## src/rtl/clk_period_meas.sv

```systemverilog
// Measures the period of a slow asynchronous signal in system-clock cycles.
// One result per rising edge after the first; saturates at 2^CNT_W-1 with overflow.
module clk_period_meas #(
  parameter int CNT_W       = 16,
  parameter int SYNC_STAGES = 2
) (
  input  logic             clockin,
  input  logic             rst_n,
  input  logic             sig_in,
  input  logic             enable,
  output logic [CNT_W-1:0] period,
  output logic             valid,
  output logic             overflow,
  output logic             busy
);

  typedef enum logic [1:0] {
    IDLE    = 2'd0,
    ARM     = 2'd1,
    MEASURE = 2'd2
  } state_t;

  localparam logic [CNT_W-1:0] CNT_MAX = '1;

  state_t                 state;
  logic [SYNC_STAGES-1:0] sync;
  logic                   sig_s;
  logic                   sig_d;
  logic                   rise;
  logic [CNT_W-1:0]       cnt;

  // sync[0] is the metastability-exposed flop; sig_s is the settled copy
  always_ff @(posedge clockin or negedge rst_n) begin
    if (!rst_n) begin
      sync  <= '0;
      sig_d <= 1'b0;
    end else begin
      sync  <= {sync[SYNC_STAGES-2:0], sig_in};
      sig_d <= sig_s;
    end
  end

  assign sig_s = sync[SYNC_STAGES-1];
  assign rise  = sig_s & ~sig_d;

  always_ff @(posedge clockin or negedge rst_n) begin
    if (!rst_n) begin
      state    <= IDLE;
      cnt      <= '0;
      period   <= '0;
      valid    <= 1'b0;
      overflow <= 1'b0;
      busy     <= 1'b0;
    end else begin
      valid <= 1'b0;
      if (!enable) begin
        // dropping enable discards any edge seen this cycle and forces a fresh ARM
        state <= IDLE;
        cnt   <= '0;
        busy  <= 1'b0;
      end else begin
        case (state)
          IDLE: begin
            cnt   <= '0;
            state <= ARM;
            busy  <= 1'b1;
          end
          ARM: begin
            busy <= 1'b1;
            if (rise) begin
              state <= MEASURE;
              cnt   <= {{(CNT_W-1){1'b0}}, 1'b1};
            end
          end
          MEASURE: begin
            busy <= 1'b1;
            if (rise) begin
              period   <= cnt;
              overflow <= (cnt == CNT_MAX);
              valid    <= 1'b1;
              cnt      <= {{(CNT_W-1){1'b0}}, 1'b1};
            end else if (cnt != CNT_MAX) begin
              cnt <= cnt + 1'b1;
            end
          end
          default: begin
            state <= IDLE;
            cnt   <= '0;
            busy  <= 1'b0;
          end
        endcase
      end
    end
  end

endmodule
```

## config.mk

```make
export PLATFORM = sky130hd
export DESIGN_NAME = clk_period_meas
export DESIGN_NICKNAME = d
export VERILOG_FILES = /design/src/rtl/clk_period_meas.sv
export SDC_FILE = /design/constraint.sdc
export NUM_CORES = 1
export LEC_CHECK = 0
export CORE_AREA = 2 2 98 53
export DETAILED_ROUTE_END_ITERATION = 10
export DIE_AREA = 0 0 100 55
export PLACE_DENSITY = 0.71
export SYNTH_ARGS = -nofsm -noshare
export SYNTH_HDL_FRONTEND = slang
export SYNTH_SLANG_ARGS = --single-unit
```

## constraint.sdc

```tcl
create_clock -name clockin -period 2.4 [get_ports clockin]
set_clock_uncertainty 0.2 [all_clocks]
set_input_delay 0.36 -clock clockin [delete_from_list [all_inputs] [get_ports clockin]]
set_output_delay 0.36 -clock clockin [all_outputs]
set_load 0.1 [all_outputs]
```

==> results by group, run 1 <==
Synthesis
  • EDFF count, synth: 0
  • Post-synth design cell area: 1920 µm²
  • Synth Instances: 181
  • Seq/Total Area, Yosys: 52.1%
  • Synth warn: 0
  • Post-Syn Nets: 191
  • Synth Flop Type: dfrtp_1
  • Avg Cell Area, Syn: 10.6 µm²
  • Post-synth ARST share: 100%
  • Seq cells post-synth: 40
  • Netlist cell types: 36

Drt
  • Drt pass-1 iters: 4
  • Detail Route Antenna Nets: 0
  • WL final: 4150 µm
  • WL per Instance: 15.2 µm
  • Via count: 1483
  • DRC Markers: 0
  • Drt initial violations: 106
  • Vias/cell: 5.41

Global routing
  • Largest net degree at the start of global routing: 41
  • Grt ovf: 0
  • Number of global-route vias before repair: 1325
  • All-Layer GR Usage: 16.9%
  • First-pass GRT wire length: 6780 µm
  • Initial antenna violation count: 0

Timing
  • RSZ-0062 raised after global routing: false
  • Setup WS post-layout: 131 ps
  • Setup_tns: 0 ps
  • Final Setup Violations: 0
  • Crit path time final: 2270 ps
  • Final Hold Viols: 0
  • Fin. max-slew vios: 0
  • Worst slew pin tran: 582 ps
  • Rel. slew slack: 60.8%
  • Period utilization: 94.5%
  • FMAX: 441 MHz

Floorplanning
  • Initial Utilization: 41.0%
  • # rows: 18
  • I/O pin count: 23
  • Placeable Area: 4680 µm²
  • DIE AREA: 5500 µm²
  • Die height: 55 µm
  • Die Wd: 100 µm

Clock tree
  • CTS tree: done
  • Clock sink count: 40
  • Worst-Skew Late Latency: 300 ps
  • H-tree level count: 2
  • Clk slew on worst S/H paths: 70 ps
  • Total CTS buffers: 5
  • Post-CTS Resized: 0
  • Clk buf depth: 2
  • Clk root buf: clkbuf_8

Critical path
  • Critical path launch point type: register
  • CP Max Fanout: 9
  • CP Capture Type: register
  • Worst Path Arrival: 2270 ps
  • Worst EP required: 2400 ps
  • CP Class: reg2reg

Cells and area
  • Area delta synth->final: 21.2%
  • Share of post-route cells with drive strength above 1: 24.8%
  • Antenna Cells: 0
  • Area of the multi-input gates: 838 µm²
  • Final cell count without fillers: 274
  • Nets: 224
  • Sequential Area: 1000 µm²
  • Filler cells: 435
  • Most common library cell in the layout ignoring fill and taps: dfrtp_1
  • Commonest non-fill, non-tap cells in the layout: dfrtp_1, buf_4, nand2_1

Power and ir drop
  • Power Density: 639 nW/µm²
  • Leakage: 0.00106 µW
  • Peak VDD IR: 0.000381 V

Place
  • IO buf count: 22
  • Placed Cells: 266
  • Place WS: 161 ps
  • GP Congestion: 0.852
  • Hpwl dp: 2910 µm

Run
  • Max-cap violations: 0

Status
  • Status: completed

Worst hold path
  • HP Class: reg2reg
-- registers in the layout, summed over array words and instances, names as in the netlist --
register	cells
cnt	16
period	16
valid	1
busy	1
state	2
sig_d	1
overflow	1
sync	2
-- metrics by stage --
step	utilization, %	instance area [µm²]	hold WS [ps]	total power [µW]
6_report	49.7	2330	149	1490
3_3_place_gp	47.4	2220	137	1020
2_1_floorplan	-	1920	-136	947
4_1_cts	49.7	2330	152	1510
5_1_grt	49.7	2330	159	1570
3_5_place_dp	47.4	2220	135	1020
-- power by group --
part | switching [µW] | total [µW] | internal (µW)
combinational | 176 | 287 | 111
sequential | 23.7 | 723 | 700
clock | 222 | 478 | 256
total | 422 | 1490 | 1070
-- critical path, stage by stage, from the launching register on --
cell and delay [ps]:
dfrtp_1 390, ha_1 240, nand3_2 100, or4_4 500
o21a_1 330, buf_4 230, o221ai_1 180
-- what timing repair did --
action / CTS / global route
setup buffers: 0 / 0
hold buffers: 1 / 0
endpoints found under the setup margin: 0 / 0
hold endpoints to repair: 40 / 0
-- logic make-up after synthesis --
logic type / Yosys count / synth area share, %
buffers and inverters: 19 / 4.56
adder cells (fa/ha/maj): 6 / 3.91
AND/OR/NAND/NOR: 65 / 18.8
flip-flops: 40 / 52.1
multiplexers: 13 / 7.62
AO/OA/AOI/OAI: 38 / 13.0
-- worst paths after layout --
kind                              start        end  slack, ps  depth (start not counted)
worst min-delay path            sync[0]    sync[1]        150                          0
max in group asynchronous         rst_n  period[2]       1200                          3
min in group asynchronous         rst_n  period[1]        460                          3
worst max register to register   cnt[1]    cnt[13]        130                          6
worst max-delay path             cnt[1]    cnt[13]        130                          6
worst min register to register  sync[0]    sync[1]        150                          0
-- Yosys cell counts, drive strengths merged, types with 4 or more instances --
cell type | instances | area share [%]
mux2 | 10 | 6.1
nand3 | 9 | 2.6
nor2b | 6 | 2.0
clkbuf | 7 | 1.4
a31oi | 16 | 5.2
o21ai | 10 | 2.6
dfrtp | 40 | 52
nand2b | 6 | 2.0
inv | 10 | 2.0
ha | 6 | 3.9
nand4 | 7 | 2.3
and3 | 4 | 1.3
nand2 | 18 | 3.5
o211ai | 5 | 2.2
-- metal layers --
| layer | GRT usage [%] | wire length (µm) | up-vias |
|---|---|---|---|
| met3 | 5.90 | 351 | 4 |
| met4 | 5.48 | 19 | 0 |
| met1 | 25.3 | 2230 | 697 |
| li1 | - | - | 722 |
| met2 | 22.3 | 1550 | 60 |
| met5 | 0 | 0 | - |
-- final cells by class --
type                    count  area share, %
flip-flops and latches     40           43.0
multi-input cells         122           36.0
repair buffers             35           12.0
clock buffers               7           4.14
well taps                  60           3.22
inverters                  10           1.61
Power figures use the tool's default switching activity.
==> inputs of run 2 (changes only) <==
==> constraint.sdc (replaced) <==
create_clock -name clockin -period 2.18 [get_ports clockin]
set_clock_uncertainty 0.2 [all_clocks]
set_input_delay 0.327 -clock clockin [delete_from_list [all_inputs] [get_ports clockin]]
set_output_delay 0.327 -clock clockin [all_outputs]
set_load 0.1 [all_outputs]
==> run 2 against run 1 <==
Against the previous run: die area stayed put; worst hold slack better by 2.3 ps; sequential cell count stayed put; power is 11% higher; register-to-register slack worse by 40 ps; cell count is 4.0% higher; core utilization is 1.8 points higher; global-route usage is 1.6 points higher; worst setup slack worse by 43 ps; wire length is 5.9% higher; combinational power is 14% higher; critical path type unchanged; critical endpoint is now cnt[2]; largest power group unchanged; highest routed layer unchanged.
==> results by group, run 2 (synthesis gave the netlist of run 1 again) <==
Critical path
  • CP Capture Type: register (unchanged)
  • Worst Path Arrival: 2110 ps (was 2270 ps)
  • CP Class: reg2reg (unchanged)
  • Worst EP required: 2200 ps (was 2400 ps)
  • CP Max Fanout: 5 (was 9)
  • CP max stage delay: 490 ps (was 500 ps)
  • Critical path, cell by cell: ha_4 > nand3_2 > or4_4 > o21a_1 > buf_4 > a31oi_1 (was ha_1 > nand3_2 > or4_4 > o21a_1 > buf_4 > o221ai_1)
  • Critical Path Slowest Stage Cell: or4_4 (unchanged)
  • Critical path launch point type: register (unchanged)

Global routing
  • Number of global-route vias before repair: 1416 (was 1325)
  • All-Layer GR Usage: 18.5% (was 16.9%)
  • Largest net degree at the start of global routing: 17 (was 41)
  • Grt ovf: 0 (unchanged)
  • First-pass GRT wire length: 7450 µm (was 6780 µm)
  • Initial antenna violation count: 0 (unchanged)

Clock tree
  • Post-CTS Setup Inserts: 0 (unchanged)
  • Clk slew on worst S/H paths: 80 ps (was 70 ps)
  • Clk buf depth: 2 (unchanged)
  • Worst-Skew Late Latency: 310 ps (was 300 ps)
  • Total CTS buffers: 5 (unchanged)
  • CTS tree: done (unchanged)
  • Clock sink count: 40 (unchanged)
  • Clk root buf: clkbuf_8 (unchanged)
  • H-tree level count: 2 (unchanged)

Drt
  • DRC Markers: 0 (unchanged)
  • Via count: 1501 (was 1483)
  • WL per Instance: 15.4 µm (was 15.2 µm)
  • Drt initial violations: 85 (was 106)
  • Vias/cell: 5.27 (was 5.41)
  • Drt pass-1 iters: 8 (was 4)
  • Detail Route Antenna Nets: 0 (unchanged)
  • WL final: 4400 µm (was 4150 µm)

Cells and area
  • Final core occ: 51.5% (was 49.7%)
  • Share of post-route cells with drive strength above 1: 29.3% (was 24.8%)
  • Commonest non-fill, non-tap cells in the layout: buf_4, dfrtp_1, nand2_1 (was dfrtp_1, buf_4, nand2_1)
  • Area delta synth->final: 25.7% (was 21.2%)
  • Most common library cell in the layout ignoring fill and taps: buf_4 (was dfrtp_1)
  • Regs by FF count: cnt x16, period x16 (unchanged)
  • Nets: 234 (was 224)
  • Antenna Cells: 0 (unchanged)

Timing
  • Final Hold Viols: 0 (unchanged)
  • Setup_tns: 0 ps (unchanged)
  • Worst slew pin tran: 598 ps (was 582 ps)
  • Period utilization: 95.9% (was 94.5%)
  • Final Setup Violations: 0 (unchanged)
  • FMAX: 478 MHz (was 441 MHz)
  • Rel. slew slack: 59.8% (was 60.8%)
  • Fin. max-slew vios: 0 (unchanged)
  • Crit path time final: 2090 ps (was 2270 ps)
  • RSZ-0062 raised after global routing: false (unchanged)

Power and ir drop
  • Power Density: 685 nW/µm² (was 639 nW/µm²)
  • Peak VDD IR: 0.000374 V (was 0.000381 V)
  • Leakage: 0.00111 µW (was 0.00106 µW)

Floorplanning
  • # rows: 18 (unchanged)
  • Die Wd: 100 µm (unchanged)
  • Initial Utilization: 41.0% (unchanged)
  • DIE AREA: 5500 µm² (unchanged)
  • Die height: 55 µm (unchanged)
  • Placeable Area: 4680 µm² (unchanged)
  • I/O pin count: 23 (unchanged)

Place
  • Hpwl dp: 3170 µm (was 2910 µm)
  • IO buf count: 22 (unchanged)
  • GP Congestion: 0.905 (was 0.852)

Status
  • Status: completed (unchanged)

Worst hold path
  • HP Class: reg2reg (unchanged)

Run
  • Max-cap violations: 0 (unchanged)
[run 2: cell type report]
| cell class | instances | area, µm² |
|---|---|---|
| multi-input combinational | 122 | 851 |
| fill | 430 | 2270 |
| clock inverter | 2 | 10.0 |
| tap | 60 | 75.1 |
| sequential | 40 | 1000 |
| inverter | 10 | 37.5 |
| timing repair buffer | 45 | 355 |
| clock buffer | 6 | 82.6 |
[run 2: path summary, 6_finish.rpt]
| kind | endpoint | start | slack [ps] | cells after the start |
|---|---|---|---|---|
| min reg2reg | sync[1] | sync[0] | 150 | 0 |
| max reg2reg | cnt[2] | cnt[1] | 90 | 6 |
| min | sync[1] | sync[0] | 150 | 0 |
| max in group asynchronous | period[10] | rst_n | 1010 | 3 |
| max | cnt[2] | cnt[1] | 90 | 6 |
| min in group asynchronous | period[15] | rst_n | 250 | 2 |
[run 2: power breakdown]
part           total [µW]  switching [µW]  internal [µW]  leakage (µW)
clock network         526             273            253     0.0000510
registers             799            28.9            770      0.000546
logic                 328             197            131      0.000509
total                1650             499           1150       0.00111
[run 2: stage by stage]
stage	power, µW	cells	worst slack, ps	hold WS, ps	instance area [µm²]
floorplan	1040	181	8.93	-169	1920
global placement	1130	276	44.2	50.7	2300
detailed placement	1140	276	64.3	55.3	2300
CTS	1670	285	52.1	154	2400
global route	1730	285	17.9	175	2410
finish	1650	285	88.8	152	2410
[run 2: per-layer routing]
layer | up-vias | GRT usage (%) | share of wire (%)
li1 | 744 | - | -
met1 | 699 | 28.5 | 55
met2 | 52 | 23.6 | 37
met3 | 6 | 5.28 | 7.1
met4 | 0 | 7.53 | 1.5
met5 | - | 0 | 0
[run 2: what timing repair did]
action | CTS | global route
endpoints found under the hold margin | 13 | 0
resized for setup | 0 | 3
hold buffers | 1 | 0
setup endpoints to repair | 0 | 3
[run 2: worst max-delay path, delay by kind of cell (launching register included)]
family | cells | cell delay (ps)
AO/OA/AOI/OAI | 2 | 450
flip-flops | 1 | 430
adder cells (fa/ha/maj) | 1 | 180
buffers and inverters | 1 | 170
AND/OR/NAND/NOR | 2 | 570
